==> src/rtl/instr_main_decoder.sv <==
// Main control decoder: 5-bit major opcode -> registered datapath control strobes.
// Optional MAIN_DEC_ILLEGAL_EN adds a registered Illegal flag for unassigned/unknown opcodes.
module instr_main_decoder (
    input  logic       clk,
    input  logic       rst_n,
    input  logic [4:0] Opcode,
    output logic       Jump,
    output logic       Test,
    output logic       ResultSrc,
    output logic       ALUsrc2_01,
    output logic       ALUSrc2_10,
    output logic       RegDst,
    output logic       MemWrite,
    output logic       Branch,
    output logic       ALUOp,
    output logic       RegWrite,
    output logic       ALUSrc1,
    output logic       WirteSrc2_10,
    output logic       WriteSrc1_01,
    output logic       JarSrc
`ifdef MAIN_DEC_ILLEGAL_EN
    ,
    output logic       Illegal
`endif
);

    typedef struct packed {
        logic jump;
        logic test;
        logic result_src;
        logic alu_src2_imm_s;
        logic alu_src2_imm_z;
        logic reg_dst;
        logic mem_write;
        logic branch;
        logic alu_op;
        logic reg_write;
        logic alu_src1;
        logic write_src_upper;
        logic write_src_link;
        logic jar_src;
    } ctrl_t;

    ctrl_t ctrl_d;
    ctrl_t ctrl_q;

    // Unknown (X/Z) opcodes fall through to the default arm and decode as NOP.
    always_comb begin
        ctrl_d = '0;
        case (Opcode)
            5'b00000: begin
                ctrl_d.reg_write = 1'b1;
                ctrl_d.reg_dst   = 1'b1;
                ctrl_d.alu_op    = 1'b1;
            end
            5'b00001: begin
                ctrl_d.reg_write      = 1'b1;
                ctrl_d.alu_src2_imm_s = 1'b1;
            end
            5'b00010: begin
                ctrl_d.reg_write      = 1'b1;
                ctrl_d.alu_src2_imm_z = 1'b1;
                ctrl_d.alu_op         = 1'b1;
            end
            5'b00011: begin
                ctrl_d.reg_write      = 1'b1;
                ctrl_d.alu_src2_imm_s = 1'b1;
                ctrl_d.result_src     = 1'b1;
            end
            5'b00100: begin
                ctrl_d.mem_write      = 1'b1;
                ctrl_d.alu_src2_imm_s = 1'b1;
            end
            5'b00101: begin
                ctrl_d.branch = 1'b1;
                ctrl_d.test   = 1'b1;
            end
            5'b00110: begin
                ctrl_d.test = 1'b1;
            end
            5'b00111: begin
                ctrl_d.reg_write       = 1'b1;
                ctrl_d.write_src_upper = 1'b1;
            end
            5'b01000: begin
                ctrl_d.jump = 1'b1;
            end
            5'b01001: begin
                ctrl_d.jump           = 1'b1;
                ctrl_d.reg_write      = 1'b1;
                ctrl_d.write_src_link = 1'b1;
            end
            5'b01010: begin
                ctrl_d.jump    = 1'b1;
                ctrl_d.jar_src = 1'b1;
            end
            5'b01011: begin
                ctrl_d.reg_write      = 1'b1;
                ctrl_d.alu_src1       = 1'b1;
                ctrl_d.alu_src2_imm_s = 1'b1;
            end
            5'b01100: begin
                ctrl_d.reg_write      = 1'b1;
                ctrl_d.alu_src2_imm_z = 1'b1;
                ctrl_d.alu_op         = 1'b1;
            end
            default: ctrl_d = '0;
        endcase
    end

    always_ff @(posedge clk or negedge rst_n) begin
        if (!rst_n) begin
            ctrl_q <= '0;
        end else begin
            ctrl_q <= ctrl_d;
        end
    end

`ifdef MAIN_DEC_ILLEGAL_EN
    logic illegal_d;
    logic illegal_q;

    always_comb begin
        illegal_d = 1'b1;
        case (Opcode)
            5'b00000, 5'b00001, 5'b00010, 5'b00011,
            5'b00100, 5'b00101, 5'b00110, 5'b00111,
            5'b01000, 5'b01001, 5'b01010, 5'b01011,
            5'b01100: illegal_d = 1'b0;
            default:  illegal_d = 1'b1;
        endcase
    end

    always_ff @(posedge clk or negedge rst_n) begin
        if (!rst_n) begin
            illegal_q <= 1'b0;
        end else begin
            illegal_q <= illegal_d;
        end
    end

    assign Illegal = illegal_q;
`endif

    assign Jump         = ctrl_q.jump;
    assign Test         = ctrl_q.test;
    assign ResultSrc    = ctrl_q.result_src;
    assign ALUsrc2_01   = ctrl_q.alu_src2_imm_s;
    assign ALUSrc2_10   = ctrl_q.alu_src2_imm_z;
    assign RegDst       = ctrl_q.reg_dst;
    assign MemWrite     = ctrl_q.mem_write;
    assign Branch       = ctrl_q.branch;
    assign ALUOp        = ctrl_q.alu_op;
    assign RegWrite     = ctrl_q.reg_write;
    assign ALUSrc1      = ctrl_q.alu_src1;
    assign WirteSrc2_10 = ctrl_q.write_src_upper;
    assign WriteSrc1_01 = ctrl_q.write_src_link;
    assign JarSrc       = ctrl_q.jar_src;

endmodule

==> config.mk <==
export PLATFORM = sky130hd
export DESIGN_NAME = instr_main_decoder
export DESIGN_NICKNAME = d
export VERILOG_FILES = /design/src/rtl/instr_main_decoder.sv
export SDC_FILE = /design/constraint.sdc
export NUM_CORES = 1
export LEC_CHECK = 0
export BUFFER_PORTS_ARGS = -buffer_cell sky130_fd_sc_hd__clkbuf_2
export CORE_MARGIN = 2
export CORE_UTILIZATION = 36
export CTS_CLUSTER_DIAMETER = 80
export DETAILED_ROUTE_END_ITERATION = 10
export MAX_ROUTING_LAYER = met4
export PLACE_DENSITY = 0.68
export SYNTH_ARGS = -nofsm -noshare
export SYNTH_HDL_FRONTEND = slang
export SYNTH_SLANG_ARGS = --single-unit
==> constraint.sdc <==
create_clock -name clk -period 0.8 [get_ports clk]
set_clock_uncertainty 0.1 [all_clocks]
set_input_delay 0.04 -clock clk [delete_from_list [all_inputs] [get_ports clk]]
set_output_delay 0.04 -clock clk [all_outputs]
set_load 0.005 [all_outputs]
==> run_summary.xml <==
<?xml version="1.0" encoding="UTF-8"?>
<metrics>
  <group name="outcome">
    <metric name="outcome" unit="">complete, but fails checks</metric>
    <metric name="violations" unit="">hold timing, setup timing</metric>
  </group>
  <group name="min_path">
    <metric name="holdCritPathClass" unit="">primary input to flip-flop</metric>
  </group>
  <group name="timing">
    <metric name="timing.slew.headroom" unit="">0.784</metric>
    <metric name="timing.hold.ws" unit="ps">-105</metric>
    <metric name="grt_setup_unrepaired" unit="">true</metric>
    <metric name="tightest_slew" unit="ps">324</metric>
    <metric name="setup_total_negative_slack" unit="ps">-963</metric>
    <metric name="fmax" unit="MHz">1130</metric>
    <metric name="hold_violations" unit="">3</metric>
    <metric name="setup_viol_count_final" unit="">14</metric>
    <metric name="min_period" unit="ps">882</metric>
    <metric name="slew_viol_final" unit="">0</metric>
    <metric name="fin_ws" unit="ps">-82.5</metric>
    <metric name="min_period_over_period" unit="">1.10</metric>
  </group>
  <group name="logic_synthesis">
    <metric name="synth_compound_area_frac" unit="">0.0691</metric>
    <metric name="post_synth_fa_ha_maj_area_fraction" unit="">0</metric>
    <metric name="dominantRegCellSynth" unit="">sky130_fd_sc_hd__dfrtp_1</metric>
    <metric name="synthTopCellsByArea" unit="">sky130_fd_sc_hd__dfrtp_1 (60%), sky130_fd_sc_hd__nor3_1 (5.2%), sky130_fd_sc_hd__buf_6 (3.9%), sky130_fd_sc_hd__or2_1 (3.2%), sky130_fd_sc_hd__a211oi_1 (2.6%)</metric>
    <metric name="net_count_synth" unit="">55</metric>
    <metric name="fraction_of_synthesized_cell_area_in_xor_and_xnor_cells" unit="">0.0151</metric>
    <metric name="synthesis.area_per_instance" unit="um2">12.1</metric>
    <metric name="mappedNetlistArea" unit="um2">579</metric>
    <metric name="yosys.cell_types.count" unit="">22</metric>
    <metric name="synth.ff_latch_count" unit="">14</metric>
    <metric name="async_flop_share" unit="">1.00</metric>
    <metric name="area_fraction_in_and_or_nand_and_nor_cells_after_synthesis" unit="">0.255</metric>
    <metric name="synth.yosys.warnings" unit="">0</metric>
    <metric name="synth_enable_flop_cells" unit="">0</metric>
    <metric name="synth.top_cell.area_share" unit="">0.605</metric>
    <metric name="synth_top_family_by_area" unit="">simple AND/OR/NAND/NOR gates</metric>
    <metric name="post_synth_inst_count" unit="">48</metric>
    <metric name="yosysSeqAreaShare" unit="">0.605</metric>
    <metric name="synthMuxAreaShare" unit="">0</metric>
    <metric name="synthDominantAreaCellType" unit="">sky130_fd_sc_hd__dfrtp_1</metric>
  </group>
  <group name="drt">
    <metric name="drt.antenna.violating_nets" unit="">0</metric>
    <metric name="wire_per_inst" unit="um">10.8</metric>
    <metric name="post-route-drc-count" unit="">0</metric>
    <metric name="drt_wl_total" unit="um">1020</metric>
    <metric name="route.vias.total" unit="">438</metric>
    <metric name="firstDrtPassIters" unit="">4</metric>
    <metric name="detail_route.vias_per_cell" unit="">4.66</metric>
    <metric name="detailedRoute.firstIterationViolations" unit="">3</metric>
  </group>
  <group name="finish">
    <metric name="layout.nets" unit="">87</metric>
    <metric name="final_layout_size_suffix_gt1_frac" unit="">0.500</metric>
    <metric name="diodes" unit="">0</metric>
    <metric name="final_area" unit="um2">773</metric>
    <metric name="syn_to_final_growth" unit="%">33.5</metric>
  </group>
  <group name="pwr">
    <metric name="power.static_leakage" unit="nW">0.393</metric>
    <metric name="net-switching-power" unit="mW">0.284</metric>
    <metric name="clkPwrFrac" unit="">0.284</metric>
    <metric name="vdd.ir_drop.worst" unit="mV">0.524</metric>
    <metric name="share_comb_of_total_power" unit="">0.140</metric>
    <metric name="power_density" unit="nW/um2">1640</metric>
    <metric name="power_switching_share" unit="">0.223</metric>
    <metric name="internal-power" unit="mW">0.986</metric>
    <metric name="seqPwrFrac" unit="">0.575</metric>
  </group>
  <group name="global_route">
    <metric name="grt_pass1_vias" unit="">391</metric>
    <metric name="antenna_found_initial" unit="">0</metric>
    <metric name="grt-ovfl-total" unit="">0</metric>
    <metric name="groute.usage.overall" unit="">0.124</metric>
    <metric name="grt_first_pass_wirelength" unit="um">1660</metric>
    <metric name="grt_max_degree" unit="">15</metric>
  </group>
  <group name="floorplan">
    <metric name="num_io_pins" unit="">21</metric>
    <metric name="floorplan.initialDensity" unit="">0.385</metric>
    <metric name="fp-row-count" unit="">14</metric>
    <metric name="die_width" unit="um">44.1</metric>
    <metric name="design.die.area" unit="um2">1950</metric>
    <metric name="core" unit="um2">1510</metric>
    <metric name="die_h" unit="um">44.1</metric>
  </group>
  <group name="clocking">
    <metric name="tritoncts" unit="">built</metric>
    <metric name="cts.path.max_buffers" unit="">2</metric>
    <metric name="cts-htree-levels" unit="">1</metric>
    <metric name="cts_inserted_buffers" unit="">3</metric>
    <metric name="path_clk_slew" unit="ps">70</metric>
    <metric name="count_of_cells_resized_by_post_cts_repair" unit="">0</metric>
    <metric name="clock_sinks" unit="">14</metric>
    <metric name="cts_root_buffer" unit="">sky130_fd_sc_hd__clkbuf_4</metric>
    <metric name="hold_fix_buffers_cts" unit="">1</metric>
  </group>
  <group name="setup_path">
    <metric name="critPathMaxStageDelay" unit="ps">370</metric>
    <metric name="worst-path-buf-inv" unit="">1</metric>
    <metric name="timing.critical_path.max_delay_family" unit="">flip-flops</metric>
    <metric name="cp.arrival" unit="ps">740</metric>
    <metric name="crit_type" unit="">flip-flop to output port</metric>
    <metric name="critPathMaxFanout" unit="">1</metric>
    <metric name="crit_chain" unit="">clkbuf_2</metric>
    <metric name="slowest_stage" unit="">sky130_fd_sc_hd__dfrtp_1</metric>
    <metric name="crit_path_start_kind" unit="">flip-flop</metric>
    <metric name="worstPathRequired" unit="ps">660</metric>
    <metric name="critical_path.endpoint_type" unit="">output port</metric>
  </group>
  <group name="placed_design">
    <metric name="buffers_on_ports" unit="">20</metric>
    <metric name="place_ws" unit="ps">-142</metric>
    <metric name="postPlaceCellArea" unit="um2">741</metric>
    <metric name="estimated_wirelength_of_the_detail_placed_design" unit="um">806</metric>
    <metric name="routabilityCongestion" unit="">0.807</metric>
  </group>
  <group name="flow_run">
    <metric name="maxCapViolations" unit="">0</metric>
  </group>
</metrics>
cell type report:
| cell class | count | area [um2] |
|---|---|---|
| Fill cell | 141 | 733 |
| Sequential cell | 14 | 350 |
| Multi-Input combinational cell | 30 | 196 |
| Timing Repair Buffer | 30 | 178 |
| Clock buffer | 3 | 22.5 |
| Tap cell | 16 | 20.0 |
| Inverter | 1 | 6.26 |
placed cells by master, fill, tap and decap left out:
master / instances
sky130_fd_sc_hd__a211oi_1: 2
sky130_fd_sc_hd__a21o_2: 1
sky130_fd_sc_hd__a31oi_1: 1
sky130_fd_sc_hd__buf_4: 9
sky130_fd_sc_hd__clkbuf_2: 20
sky130_fd_sc_hd__clkbuf_4: 3
sky130_fd_sc_hd__dfrtp_1: 14
sky130_fd_sc_hd__dlygate4sd3_1: 1
sky130_fd_sc_hd__inv_4: 1
sky130_fd_sc_hd__nand2_1: 1
sky130_fd_sc_hd__nand2_2: 1
sky130_fd_sc_hd__nand2b_1: 2
sky130_fd_sc_hd__nand3_1: 1
sky130_fd_sc_hd__nand3b_1: 1
sky130_fd_sc_hd__nor2_1: 3
sky130_fd_sc_hd__nor2_2: 2
sky130_fd_sc_hd__nor2b_1: 1
sky130_fd_sc_hd__nor3_1: 6
sky130_fd_sc_hd__nor3b_1: 1
sky130_fd_sc_hd__nor4b_2: 1
sky130_fd_sc_hd__o32a_1: 1
sky130_fd_sc_hd__or2_1: 3
sky130_fd_sc_hd__or3_4: 1
sky130_fd_sc_hd__xnor2_1: 1
synthesized netlist by cell type (2+ instances only):
cell                       instances
sky130_fd_sc_hd__nand2b_1          2
sky130_fd_sc_hd__nor2_2            2
sky130_fd_sc_hd__nor3_1            6
sky130_fd_sc_hd__nor2_1            3
sky130_fd_sc_hd__buf_6             2
sky130_fd_sc_hd__dfrtp_1          14
sky130_fd_sc_hd__or2_1             3
sky130_fd_sc_hd__a211oi_1          2
logic make-up (layout without fill, tap and decap cells):
| kind of cell | Yosys count | after routing |
|---|---|---|
| AND/OR/NAND/NOR | 24 | 24 |
| flip-flops | 14 | 14 |
| AO/OA/AOI/OAI | 5 | 5 |
| buffers and inverters | 4 | 34 |
| XOR/XNOR | 1 | 1 |
layer usage:
metal | wire length, um | share of wire | global-route usage
met5 | 0 | 0 | -
met4 | 23 | 0.023 | 0.109
met3 | 59 | 0.058 | 0.0122
met2 | 506 | 0.50 | 0.191
met1 | 426 | 0.42 | 0.143
sequential cells by signal, indices dropped and copies added (netlist names):
name and count:
RegWrite 1, ResultSrc 1, JarSrc 1, ALUSrc2_10 1
WirteSrc2_10 1, ALUsrc2_01 1, WriteSrc1_01 1, ALUOp 1
Jump 1, RegDst 1, MemWrite 1, Test 1
Branch 1, ALUSrc1 1
per-stage QoR:
stage | utilization | cells | total power, mW
floorplan | - | 48 | 0.831
global placement | 0.492 | 90 | 0.917
detailed placement | 0.492 | 90 | 0.922
CTS | 0.513 | 94 | 1.29
global route | 0.513 | 94 | 1.34
finish | 0.513 | 94 | 1.27
what timing repair did:
action,CTS,global route
endpoints found under the setup margin,14,14
setup buffers,0,0
hold endpoints to repair,17,1
power by group through the flow:
stage	registers (mW)	clock network (mW)	logic (mW)
after floorplan	0.748	0	0.0836
after global placement	0.743	0	0.173
after detailed placement	0.745	0	0.177
after CTS	0.731	0.373	0.181
after global routing	0.732	0.409	0.199
final	0.730	0.361	0.178
path summary, 6_finish.rpt:
kind                                     from  slack (ps)                     end  cells after the start
min                                 Opcode[4]        -100        JarSrc$_DFF_PN0_                      2
max in group asynchronous               rst_n         260  WirteSrc2_10$_DFF_PN0_                      2
max                        RegWrite$_DFF_PN0_         -80                RegWrite                      1
min in group asynchronous               rst_n          90      MemWrite$_DFF_PN0_                      2
Power figures use the tool's default switching activity.
